==> src/rtl/scs8hd_lpflow_xing_pkg.sv <==
// -----------------------------------------------------------------------------
// scs8hd_lpflow_xing_pkg
// Shared definitions for the receive-side REQ/ACK level-shifter crossing:
//   - xing_state_t : receive controller states
//   - ACK_CNT_W    : width of the ACK timeout counter
//   - REQ_SYNC_RST / ISO_SYNC_RST : reset values of the REQ and ISO
//     synchronizer chains. ISO resets to 1, so the controller assumes the
//     source is isolated until it has seen otherwise.
// -----------------------------------------------------------------------------
package scs8hd_lpflow_xing_pkg;

    typedef enum logic [1:0] {
        ISO_WAIT = 2'd0,
        IDLE     = 2'd1,
        HOLD     = 2'd2,
        ACK_WAIT = 2'd3
    } xing_state_t;

    localparam int ACK_CNT_W = 8;

    localparam logic REQ_SYNC_RST = 1'b0;
    localparam logic ISO_SYNC_RST = 1'b1;

endpackage : scs8hd_lpflow_xing_pkg

==> src/rtl/scs8hd_lpflow_sync_n.sv <==
// -----------------------------------------------------------------------------
// scs8hd_lpflow_sync_n
// N-stage flop synchronizer for one asynchronous level signal.
// Ports:
//   clk : destination clock
//   rst : asynchronous active-high reset; every stage loads RST_VAL
//   d   : asynchronous input
//   q   : synchronized output (last stage)
// Parameters:
//   STAGES  : chain depth, 2 or more
//   RST_VAL : value held by every stage while in reset
// -----------------------------------------------------------------------------
module scs8hd_lpflow_sync_n #(
    parameter int   STAGES  = 2,
    parameter logic RST_VAL = 1'b0
) (
    input  logic clk,
    input  logic rst,
    input  logic d,
    output logic q
);

    logic [STAGES-1:0] stage_reg;

    always_ff @(posedge clk or posedge rst) begin
        if (rst) begin
            stage_reg <= {STAGES{RST_VAL}};
        end else begin
            stage_reg <= {stage_reg[STAGES-2:0], d};
        end
    end

    assign q = stage_reg[STAGES-1];

endmodule : scs8hd_lpflow_sync_n

==> src/rtl/scs8hd_lpflow_lsbuf_hl_rx.sv <==
// -----------------------------------------------------------------------------
// scs8hd_lpflow_lsbuf_hl_rx
// Receive-end controller for a 4-phase REQ/ACK crossing arriving through a
// high-to-low level shifter. REQ and ISO are synchronized into CLK; DATA is
// captured once per handshake, offered to a local valid/ready consumer, and
// ACK is returned after the consumer takes it.
// Ports:
//   CLK      : destination-domain clock
//   RESET    : asynchronous active-high reset
//   REQ_IN   : request from source domain (asynchronous)
//   DATA_IN  : data from source domain, stable while REQ_IN is high
//   ISO_IN   : source isolation active (asynchronous)
//   ACK_OUT  : acknowledge to source domain
//   DATA_OUT : captured word
//   VALID    : DATA_OUT valid to local consumer
//   READY    : local consumer accepts on VALID & READY
//   ERR      : sticky protocol error (ACK timeout or isolation abort)
//   ERR_CLR  : synchronous clear of ERR (a coincident set wins)
// Parameters:
//   WIDTH       : data width
//   SYNC_STAGES : synchronizer depth, 2..4
//   ACK_TIMEOUT : max cycles ACK stays high waiting for REQ release, 1..255
// -----------------------------------------------------------------------------
module scs8hd_lpflow_lsbuf_hl_rx
    import scs8hd_lpflow_xing_pkg::*;
#(
    parameter int WIDTH       = 8,
    parameter int SYNC_STAGES = 2,
    parameter int ACK_TIMEOUT = 15
) (
    input  logic             CLK,
    input  logic             RESET,
    input  logic             REQ_IN,
    input  logic [WIDTH-1:0] DATA_IN,
    input  logic             ISO_IN,
    output logic             ACK_OUT,
    output logic [WIDTH-1:0] DATA_OUT,
    output logic             VALID,
    input  logic             READY,
    output logic             ERR,
    input  logic             ERR_CLR
);

    localparam logic [ACK_CNT_W-1:0] TIMEOUT_LAST = ACK_CNT_W'(ACK_TIMEOUT - 1);
    localparam logic [ACK_CNT_W-1:0] CNT_ONE      = ACK_CNT_W'(1);

    logic req_s;
    logic iso_s;

    scs8hd_lpflow_sync_n #(
        .STAGES  (SYNC_STAGES),
        .RST_VAL (REQ_SYNC_RST)
    ) u_req_sync (
        .clk (CLK),
        .rst (RESET),
        .d   (REQ_IN),
        .q   (req_s)
    );

    scs8hd_lpflow_sync_n #(
        .STAGES  (SYNC_STAGES),
        .RST_VAL (ISO_SYNC_RST)
    ) u_iso_sync (
        .clk (CLK),
        .rst (RESET),
        .d   (ISO_IN),
        .q   (iso_s)
    );

    xing_state_t            state_reg, state_next;
    logic                   ack_reg, ack_next;
    logic                   valid_reg, valid_next;
    logic [WIDTH-1:0]       data_reg, data_next;
    logic [ACK_CNT_W-1:0]   cnt_reg, cnt_next;
    logic                   err_reg, err_next;
    logic                   err_set;

    // ACK and VALID come straight from flops with async reset, so a reset
    // mid-handshake drops them without waiting for a clock edge.
    always_ff @(posedge CLK or posedge RESET) begin
        if (RESET) begin
            state_reg <= ISO_WAIT;
            ack_reg   <= 1'b0;
            valid_reg <= 1'b0;
            data_reg  <= '0;
            cnt_reg   <= '0;
            err_reg   <= 1'b0;
        end else begin
            state_reg <= state_next;
            ack_reg   <= ack_next;
            valid_reg <= valid_next;
            data_reg  <= data_next;
            cnt_reg   <= cnt_next;
            err_reg   <= err_next;
        end
    end

    always_comb begin
        state_next = state_reg;
        ack_next   = ack_reg;
        valid_next = valid_reg;
        data_next  = data_reg;
        cnt_next   = cnt_reg;
        err_set    = 1'b0;

        unique case (state_reg)
            // Leave only once the source is powered and REQ is low, so a
            // stuck-high REQ after power-up or an error is never taken as new.
            ISO_WAIT: begin
                ack_next   = 1'b0;
                valid_next = 1'b0;
                if (!iso_s && !req_s) begin
                    state_next = IDLE;
                end
            end

            IDLE: begin
                ack_next   = 1'b0;
                valid_next = 1'b0;
                if (iso_s) begin
                    state_next = ISO_WAIT;
                end else if (req_s) begin
                    // DATA_IN has been stable since before REQ_IN rose, and
                    // req_s lags by SYNC_STAGES cycles, so it is settled here.
                    data_next  = DATA_IN;
                    valid_next = 1'b1;
                    state_next = HOLD;
                end
            end

            HOLD: begin
                if (iso_s) begin
                    valid_next = 1'b0;
                    ack_next   = 1'b0;
                    err_set    = 1'b1;
                    state_next = ISO_WAIT;
                end else if (READY) begin
                    valid_next = 1'b0;
                    ack_next   = 1'b1;
                    cnt_next   = '0;
                    state_next = ACK_WAIT;
                end
            end

            ACK_WAIT: begin
                if (iso_s) begin
                    valid_next = 1'b0;
                    ack_next   = 1'b0;
                    err_set    = 1'b1;
                    state_next = ISO_WAIT;
                end else if (!req_s) begin
                    ack_next   = 1'b0;
                    state_next = IDLE;
                end else if (cnt_reg == TIMEOUT_LAST) begin
                    // Counter entered at 0, so ACK has now been high for
                    // exactly ACK_TIMEOUT cycles.
                    ack_next   = 1'b0;
                    err_set    = 1'b1;
                    state_next = ISO_WAIT;
                end else begin
                    cnt_next = cnt_reg + CNT_ONE;
                end
            end

            default: begin
                ack_next   = 1'b0;
                valid_next = 1'b0;
                state_next = ISO_WAIT;
            end
        endcase

        // Set has priority over a coincident clear.
        err_next = err_set | (err_reg & ~ERR_CLR);
    end

    assign ACK_OUT  = ack_reg;
    assign VALID    = valid_reg;
    assign DATA_OUT = data_reg;
    assign ERR      = err_reg;

endmodule : scs8hd_lpflow_lsbuf_hl_rx

==> config.mk <==
export PLATFORM = sky130hd
export DESIGN_NAME = scs8hd_lpflow_lsbuf_hl_rx
export DESIGN_NICKNAME = d
export VERILOG_FILES = /design/src/rtl/scs8hd_lpflow_xing_pkg.sv /design/src/rtl/scs8hd_lpflow_sync_n.sv /design/src/rtl/scs8hd_lpflow_lsbuf_hl_rx.sv
export SDC_FILE = /design/constraint.sdc
export NUM_CORES = 1
export LEC_CHECK = 0
export ABC_AREA = 1
export ABC_CLOCK_PERIOD_IN_PS = 1800
export BUFFER_PORTS_ARGS = -buffer_cell sky130_fd_sc_hd__buf_2
export CAP_MARGIN = 20
export CORE_MARGIN = 5
export CORE_UTILIZATION = 55
export CTS_BUF_LIST = sky130_fd_sc_hd__clkbuf_8
export DETAILED_ROUTE_END_ITERATION = 7
export MAX_ROUTING_LAYER = met4
export PLACE_DENSITY = 0.8
export SLEW_MARGIN = 20
export SYNTH_ARGS = -nofsm -noshare
export SYNTH_HDL_FRONTEND = slang
export SYNTH_HIERARCHICAL = 1
export SYNTH_SLANG_ARGS = --single-unit
==> constraint.sdc <==
create_clock -name CLK -period 1.8 [get_ports CLK]
set_input_delay 0.36 -clock CLK [delete_from_list [all_inputs] [get_ports CLK]]
set_output_delay 0.36 -clock CLK [all_outputs]
set_load 0.05 [all_outputs]
==> results.md <==
- Status: complete, no violations
- P&R area growth vs syn: 16.6%
- Final Hold Viols: 0
- Num CTS Buffers: 3
- Crit path required time: between 1.5 and 2 ns
- Total grt overflow: 0
- Setup TNS: 0 ns
- Drt via density: between 4 and 5
- Largest net degree at the start of global routing: 22
- # diodes: 0
- Gpl congestion: about 0.8
- Sequential Power Share: 0.427
- Multiplexer share of the synthesized area: 0
- Die ar.: 3230 µm²
- Peak VDD IR: roughly 1.1 mV
- PD cells: about 1600 nW/µm²
- Final Setup Violations: 0
- Layout cell share with drive strength beyond 1: 0.218
- Placed cell count: ~200
- Area share of fa/ha/maj cells after synthesis: 0.0208
- Final HPWL DP: roughly 1700 µm
- Worst Path Arrival: between 1.5 and 2 ns
- Clock skew: 0.00324 ns
- Setup ws final: approximately 0.39 ns
- Post-synthesis simple-gate area fraction: 0.247
- CTS resizes: 0
- Worst slew pin tran: 0.282 ns
- CTS tree: built
- I/O pins: 25
- H-tree levels: 1
- Sw frac: 0.475
- Initial antenna violation count: 0
- Fmax: ~710 MHz
- Clock-pin slew on the worst setup and hold paths: roughly 0.080 ns
- Starting density of the core: 0.561
- Clock Latency Late Sink: between 0.2 and 0.3 ns
- Xor and xnor area share after synthesis: 0.0218
- Vias in the first global route: 1040
- Net Count, Synth: ~160
- CP max FO: 9
- Most common cell after layout, fill and taps aside: nand2_1
- Final layout net count: ~190
- Worst Setup Path Type: reg -> reg
- Initial DRC count: 16
- CORE AREA: 2150 µm²
- Setup WS pre-CTS: 0.385 ns
- Comb pwr share: 0.432
- Seq cells post-synth: 25
- Vias after detailed routing: slightly above 1000
- Mapped Area: about 1200 µm²
- WL final: roughly 2200 µm
- Final total power: between 2 and 2.5 mW
- Cell row count: 17
- DP Area: roughly 1400 µm²
- Yosys warnings: 6
- Internal power: about 1.2 mW
- Syn Inst Count: approximately 150
- Clock sink total: 25
- Design area: about 1400 µm²
- Most frequent cells in the layout: 41 x nand2_1, 24 x inv_1, 24 x buf_2, 23 x dfrtp_1, 13 x o21ai_0
- CTS max path bufs: 2
- Die Ht: approximately 57 µm
- Leak: around 0.8 nW
- M1 wire length: between 900 and 1000 µm
- Synth Area per Inst: 8.20 µm²
- Startpoint types: flip-flop
- Largest family of logic cells by synthesized area: simple AND/OR/NAND/NOR gates
- Post-CTS Setup Bufs: 0
- Number of max-cap violations: 0
- HP Class: in -> reg
- Top sig layer: met4
- RSZ-0062 raised after global routing: false
- First-pass GRT wire length: between 4000 and 5000 µm
- Met2 routed WL: approximately 1100 µm
- Relative slew slack: 0.812
- DRT antenna net count: 0
- Post-synthesis sequential area ratio: 0.521
- Port Buffers: 24
- Die width: about 57 µm
- Synth Area in Compound Gates: 0.0966
- Clk network pwr share: 0.140
- DRC errors left: 0
- Switching pwr: between 1 and 1.5 mW
- Fillers: about 170
- Post-route insts no fill: ~200
- Tcrit/Tclk final: 0.784
- Crit end category: flip-flop
- CTS Root Cell: clkbuf_8
- Drt wl/cell: 10.9 µm
- Initial DRT Pass Iterations: 4
- Distinct cells, synth: 22
- GRT Util Overall: 0.162
- Slew Viols, Final: 0
- Post-route minimum period: 1.41 ns
- Met3 WL: ~92 µm
[layer usage]
| layer | up-vias | track usage |
|---|---|---|
| met2 | 24 | 0.276 |
| met1 | 476 | 0.196 |
| met4 | 0 | 0.0364 |
| li1 | 507 | - |
| met3 | 2 | 0.0368 |
| met5 | - | - |
[cell families after synthesis]
kind of cell,after synthesis
flops,25
simple gates,69
buf+inv,28
xor+xnor,3
fa+ha+maj,2
compound gates,20
[metrics by stage]
stage	utilization	hold slack (ns)
final	0.654	0.190
after global routing	0.654	0.181
after CTS	0.654	0.187
after detailed placement	0.628	0.235
after global placement	0.628	0.227
after floorplan	-	0.101
[power groups by stage]
| stage | Combinational, mW | Sequential, mW | Clock [mW] |
|---|---|---|---|
| final | 0.978 | 0.967 | 0.318 |
| after global routing | 1.09 | 1.00 | 0.354 |
| after CTS | 0.994 | 0.967 | 0.322 |
| after detailed placement | 0.984 | 0.973 | 0 |
| after global placement | 0.957 | 0.961 | 0 |
| after floorplan | 0.451 | 1.28 | 0 |
[synthesized netlist by cell type]
library cell   n  share of area
a21oi_1        1         0.0041
nand3_1       11          0.046
ha_1           2          0.021
dfrtp_1       23           0.48
nand4_1        2          0.010
nand3_2        2          0.017
o21ai_1        3          0.012
nor2_1        10          0.031
buf_2          2         0.0083
nand2_1       41           0.13
nand2_2        2          0.010
xnor2_1        1         0.0073
a21o_1         1         0.0062
o211ai_1       1         0.0062
xor2_1         2          0.015
buf_4          1         0.0062
inv_2          2         0.0062
o21ai_0       13          0.054
dfstp_2        2          0.044
inv_1         23          0.072
nor2_2         1         0.0052
o21ai_4        1          0.014
[worst paths after layout]
path                       slack, ns                               from                                 to  cells after the start
max in group asynchronous       0.91                              RESET            DATA_OUT[4]$_DFFE_PP0P_                      4
min in group asynchronous       0.49                              RESET  u_req_sync/stage_reg[0]$_DFF_PP0_                      3
setup reg to reg                0.39             cnt_reg[0]$_DFFE_PP0P_             cnt_reg[3]$_DFFE_PP0P_                      8
setup / recovery                0.39             cnt_reg[0]$_DFFE_PP0P_             cnt_reg[3]$_DFFE_PP0P_                      8
hold reg to reg                 0.37  u_iso_sync/stage_reg[0]$_DFF_PP1_  u_iso_sync/stage_reg[1]$_DFF_PP1_                      0
hold / removal                  0.19                             ISO_IN  u_iso_sync/stage_reg[0]$_DFF_PP1_                      1
[final cells by class]
| cell class | count | area (µm²) | share of cell area |
|---|---|---|---|
| flip-flops and latches | 25 | 628 | 0.447 |
| multi-input cells | 94 | 465 | 0.331 |
| repair buffers | 26 | 138 | 0.0980 |
| inverters | 25 | 93.8 | 0.0668 |
| clock buffers | 3 | 41.3 | 0.0294 |
| well taps | 28 | 35.0 | 0.0249 |
| clock inverters | 1 | 3.75 | 0.00267 |
[worst max-delay path: stages, from the launching register on]
cell     delay, ns
dfrtp_1       0.43
inv_1         0.08
ha_1          0.16
nand3_2       0.11
nor2_1        0.17
nand2_1       0.08
nand2_2       0.15
nand2_1       0.07
o21ai_0       0.08
[repair_timing]
action                     CTS  global route
hold buffers                 1             0
hold endpoints to repair     2             0
setup endpoints to repair    0             0
Note: power is estimated with default switching activity, not from simulation.
